### config.mk
export PLATFORM = sky130hd
export DESIGN_NAME = clock_enable_gen
export DESIGN_NICKNAME = d
export VERILOG_FILES = /design/src/rtl/clock_enable_gen.sv
export SDC_FILE = /design/constraint.sdc
export NUM_CORES = 1
export LEC_CHECK = 0
export CAP_MARGIN = 0
export CORE_UTILIZATION = 33
export DETAILED_ROUTE_END_ITERATION = 16
export PLACE_DENSITY = 0.56
export SLEW_MARGIN = 30
export SYNTH_ARGS = -nofsm -noshare
export SYNTH_HDL_FRONTEND = slang
export SYNTH_SLANG_ARGS = --single-unit
### constraint.sdc
create_clock -name clk -period 3.5 [get_ports clk]
set_clock_uncertainty 0.05 [all_clocks]
set_input_delay 0.35 -clock clk [delete_from_list [all_inputs] [get_ports clk]]
set_output_delay 0.35 -clock clk [all_outputs]
set_load 0.01 [all_outputs]
### src/rtl/clock_enable_gen.sv
// rtl/clock_enable_gen.sv - PLL lock sequencer with fractional-rate clock-enable channels
//
// Holds the system in reset until the PLL lock has been stable for
// LOCK_CYCLES clocks, then releases it and runs NUM_CH phase accumulators
// that emit one-cycle clock-enable pulses at an average rate of
// f_clk * INC_i / 2^ACC_W.
//
// Ports:
//   clk        in   PLL output clock
//   rst        in   asynchronous active-high reset
//   pll_lock   in   PLL lock, asynchronous to clk
//   ch_en      in   per-channel run enable [NUM_CH]
//   phase_sync in   zeroes all accumulators on the edge it is sampled high
//   sys_rst    out  system reset, asserts asynchronously, releases on clk
//   ready      out  high while running
//   ce         out  registered one-cycle enable pulses [NUM_CH]
//   lock_lost  out  sticky: lock dropped while running, cleared only by rst

module clock_enable_gen #(
    parameter int                       NUM_CH      = 2,
    parameter int                       ACC_W       = 16,
    parameter logic [NUM_CH*ACC_W-1:0]  INC         = {16'd1311, 16'd32768},
    parameter int                       LOCK_CYCLES = 1024
) (
    input  logic              clk,
    input  logic              rst,
    input  logic              pll_lock,
    input  logic [NUM_CH-1:0] ch_en,
    input  logic              phase_sync,
    output logic              sys_rst,
    output logic              ready,
    output logic [NUM_CH-1:0] ce,
    output logic              lock_lost
);

    localparam int              CNT_W    = (LOCK_CYCLES > 1) ? $clog2(LOCK_CYCLES) : 1;
    localparam logic [CNT_W-1:0] CNT_LAST = CNT_W'(LOCK_CYCLES - 1);

    typedef enum logic [1:0] {
        WAIT_LOCK = 2'd0,
        COUNT     = 2'd1,
        RUN       = 2'd2
    } state_t;

    state_t                         state_q, state_d;
    logic [CNT_W-1:0]               cnt_q, cnt_d;
    logic                           sync1_q, sync2_q;
    logic [NUM_CH-1:0][ACC_W-1:0]   acc_q, acc_d;
    logic [NUM_CH-1:0]              ce_q, ce_d;
    logic                           lock_lost_q, lock_lost_d;
    logic [NUM_CH-1:0][ACC_W:0]     sum;
    logic                           lock_s;

    assign lock_s = sync2_q;

    // One extra bit per channel captures the carry out of the accumulator.
    for (genvar g = 0; g < NUM_CH; g++) begin : g_sum
        assign sum[g] = {1'b0, acc_q[g]} + {1'b0, INC[g*ACC_W +: ACC_W]};
    end

    always_ff @(posedge clk or posedge rst) begin
        if (rst) begin
            sync1_q     <= 1'b0;
            sync2_q     <= 1'b0;
            state_q     <= WAIT_LOCK;
            cnt_q       <= '0;
            acc_q       <= '0;
            ce_q        <= '0;
            lock_lost_q <= 1'b0;
        end else begin
            sync1_q     <= pll_lock;
            sync2_q     <= sync1_q;
            state_q     <= state_d;
            cnt_q       <= cnt_d;
            acc_q       <= acc_d;
            ce_q        <= ce_d;
            lock_lost_q <= lock_lost_d;
        end
    end

    always_comb begin
        state_d = state_q;
        cnt_d   = cnt_q;
        case (state_q)
            WAIT_LOCK: begin
                cnt_d = '0;
                if (lock_s) begin
                    state_d = COUNT;
                end
            end
            COUNT: begin
                if (!lock_s) begin
                    state_d = WAIT_LOCK;
                    cnt_d   = '0;
                end else if (cnt_q == CNT_LAST) begin
                    state_d = RUN;
                    cnt_d   = '0;
                end else begin
                    cnt_d = cnt_q + CNT_W'(1);
                end
            end
            RUN: begin
                cnt_d = '0;
                if (!lock_s) begin
                    state_d = WAIT_LOCK;
                end
            end
            default: begin
                state_d = WAIT_LOCK;
                cnt_d   = '0;
            end
        endcase
    end

    // Precedence: lock loss, then phase_sync, then normal accumulation.
    // Disabled channels keep their phase so re-enabling resumes the cadence.
    always_comb begin
        acc_d       = acc_q;
        ce_d        = '0;
        lock_lost_d = lock_lost_q;
        if (state_q != RUN) begin
            acc_d = '0;
        end else if (!lock_s) begin
            acc_d       = '0;
            lock_lost_d = 1'b1;
        end else if (phase_sync) begin
            acc_d = '0;
        end else begin
            for (int i = 0; i < NUM_CH; i++) begin
                if (ch_en[i]) begin
                    acc_d[i] = sum[i][ACC_W-1:0];
                    ce_d[i]  = sum[i][ACC_W];
                end
            end
        end
    end

    // sys_rst is decoded from the async-reset state flop, so it asserts
    // immediately on rst and releases only on a clock edge.
    always_comb begin
        sys_rst   = (state_q != RUN);
        ready     = (state_q == RUN);
        ce        = ce_q;
        lock_lost = lock_lost_q;
    end

endmodule

==> out/results.tsv <==
stage	metric	value	unit
outcome	status	complete, no violations	
floorplanning	start_util	34.9	%
flow_run	max_cap_viol_count	0	
floorplanning	die_w	73.2	um
sta	setup_viol	0	
yosys	yosysWarnings	0	
floorplanning	ios	11	
min_path	whs_endpoint	lock_s$_DFF_PP0_	
final_layout	fillCellCount	470	
power_and_ir_drop	irDropWorstVdd	0.000165	V
final_layout	regArea	851	sq um
critical_path	rr_worst_depth	6	
cts	cts_tree	yes	
critical_path	cp_max_fo	5	
final_layout	multi_input_area	759	sq um
yosys	synth_edf_count	0	
cts	clk_path_buf_depth	2	
cts	root_buffer	clkbuf_8	
global_routing	grt.overflow.total	0	
cts	cts-buffers-inserted	5	
sta	fin_crit_sh	53.9	%
sta	hold_viol	0	
floorplanning	rows	25	
critical_path	crit_type	reg2out	
placement	portBuffers	10	
yosys	syn_avg_cell_area	9.83	sq um
global_routing	antenna_found_initial	0	
yosys	synth_top_area_cell	dfrtp_1	
cts	post_cts_resize_count	0	
critical_path	worstReg2RegEnd	acc_q[30]$_DFFE_PP0P_	
critical_path	timing.rr.start	acc_q[16]$_DFFE_PP0P_	
yosys	synthesis.nets	178	
yosys	synth_adder_area_share	1.50	%
min_path	hp-start	sync1_q$_DFF_PP0_	
sta	relSlewSlack	67.0	%
routing	routedWlPerCell	12.7	um
floorplanning	core_area	0.00479	sq mm
sta	final.min_clock_period	1.89	ns
global_routing	grt_pass1_vias	1314	
final_layout	layout.cells.non_filler	252	
routing	postRouteAntennaNets	0	
yosys	yosysUniqueCellTypes	35	
placement	dp_cells	245	
floorplanning	die_area	0.00535	sq mm
critical_path	end_kind	output pin	
yosys	yosysSeqAreaShare	50.9	%
sta	maxClockFrequency	0.530	GHz
cts	clock_sinks	34	
power_and_ir_drop	powerDensity	360	mW/mm^2
final_layout	diodes	0	
yosys	ys_ff_latch	34	
sta	worst_pin_slew	0.492	ns
final_layout	synthToLayoutAreaGrowth	15.0	%
critical_path	cp.required	3.10	ns
yosys	syn_inst	170	
cts	clkLatencyLatePin	0.28	ns
placement	dpl.hpwl	2280	um
yosys	synth_simple_gate_area_share	23.8	%
critical_path	reg2reg_setup_slack	1.69	ns
yosys	synth_ff_type	dfrtp_1	
routing	drtIter0Drc	86	
cts	htree_levels	2	
cts	cts_setup_buffers	0	
power_and_ir_drop	leakagePower	0.000789	uW
yosys	muxShareOfSynthArea	2.47	%
final_layout	nets	193	
routing	viasPerCell	4.92	
critical_path	arrival	1.49	ns
yosys	synth_top_area_share	50.9	%
sta	fin_setup_tns	0	ns
yosys	synth_area_leaders	dfrtp_1 51%, xnor2_1 5.2%, nor2_1 4.9%	
yosys	synthMostInstantiatedCell	dfrtp_1	
yosys	synth_commonest_cells	34 x dfrtp_1, 22 x nor2_1, 11 x nand2_1	
yosys	synth_top_family_by_area	simple AND/OR/NAND/NOR gates	
cts	path_clk_slew	0.06	ns
sta	drv_slew	0	
yosys	synth_xor_area_share	8.91	%
floorplanning	die_h	73.2	um
cts	cts_hold_buf	0	
routing	via_count	1241	
routing	drc	0	
min_path	min_path_cells	0	
sta	rsz0062_at_grt	false	
yosys	synth_compound_area_share	8.76	%
min_path	hp-class	reg2reg	
routing	drt-total-wl	3200	um
final_layout	layout-drive-gt1-share	5.41	%
global_routing	grt_start_max_net_pins	35	
routing	firstDrtPassIters	4	
placement	gp_congestion	0.776	
global_routing	grt_usage	14.3	%
yosys	synth_area	0.00167	sq mm
yosys	async_reset_ff_share	100	%
critical_path	start_kind	register	
global_routing	grt_pass1_wl	5920	um
## cell type report
type | count | share of cell area, %
clock buffers | 7 | 3.97
inverters | 10 | 1.95
flip-flops and latches | 34 | 44.2
well taps | 67 | 4.36
repair buffers | 12 | 5.99
multi-input cells | 122 | 39.5
## flip-flops by register name, indices dropped and copies added (netlist names)
signal and count:
cnt_q 10, acc_q 17, state_q 2, lock_s 1, lock_lost 1, sync1_q 1, ce 2
## through the flow
step	setup slack (ns)	cell area (sq um)	total power (uW)	utilization, %	hold slack (ns)
6_report	1.61	1920	693	40.2	0.300
5_1_grt	1.52	1920	729	40.2	0.307
2_1_floorplan	1.85	1670	423	-	0.281
3_5_place_dp	1.42	1850	435	38.6	0.289
4_1_cts	1.60	1920	706	40.2	0.304
3_3_place_gp	1.46	1850	434	38.6	0.284
## critical path, stage by stage (launching register included)
cell             delay (ns)
dfrtp_1                0.41
nand2b_1               0.19
inv_1                  0.08
clkdlybuf4s50_1        0.53
## placed cells by master (no fill, tap or decap), types with 2 or more instances in the layout
master	instances
a211oi_1	3
a21oi_1	8
and3_1	4
buf_4	2
clkbuf_1	2
clkbuf_8	5
clkdlybuf4s50_1	10
dfrtp_1	34
ha_1	2
inv_1	10
mux2i_1	3
nand2_1	11
nand2b_1	6
nand3_1	5
nand4_1	6
nor2_1	22
nor3_1	5
nor4_1	4
o21ai_0	7
or3_1	5
xnor2_1	10
xor2_1	7
## per-layer routing
| metal | vias to the layer above | wire length [um] | global-route usage (%) | share of wire [%] |
|---|---|---|---|---|
| met5 | - | 0 | 0 | 0 |
| met4 | 0 | 24 | 3.27 | 0.75 |
| met3 | 5 | 102 | 4.42 | 3.2 |
| met2 | 13 | 1600 | 24.8 | 50 |
| met1 | 606 | 1480 | 17.4 | 46 |
| li1 | 617 | - | - | - |
## worst max-delay path by stage
stage	depth (start not counted)	start	end	slack [ns]
finish	3	state_q[0]$_DFFE_PP0P_	ready	1.61
global placement	5	ch_en[1]	acc_q[31]$_DFFE_PP0P_	1.46
detailed placement	5	ch_en[1]	acc_q[31]$_DFFE_PP0P_	1.42
global route	6	acc_q[16]$_DFFE_PP0P_	acc_q[30]$_DFFE_PP0P_	1.52
CTS	3	state_q[0]$_DFFE_PP0P_	ready	1.60
floorplan	6	acc_q[16]$_DFFE_PP0P_	acc_q[28]$_DFFE_PP0P_	1.85
## where the power goes
group          internal [uW]  leakage (uW)  total [uW]  switching [uW]
Clock                    137     0.0000383         266             129
Sequential               396      0.000467         399            2.81
Combinational           11.3      0.000283        27.9            16.6
## kinds of logic after synthesis
group,after synthesis
multiplexers,4
AND/OR/NAND/NOR,75
adder cells (fa/ha/maj),2
flip-flops,34
XOR/XNOR,17
buffers and inverters,14
AO/OA/AOI/OAI,24
No activity file was read; power rests on OpenSTA's default activity.
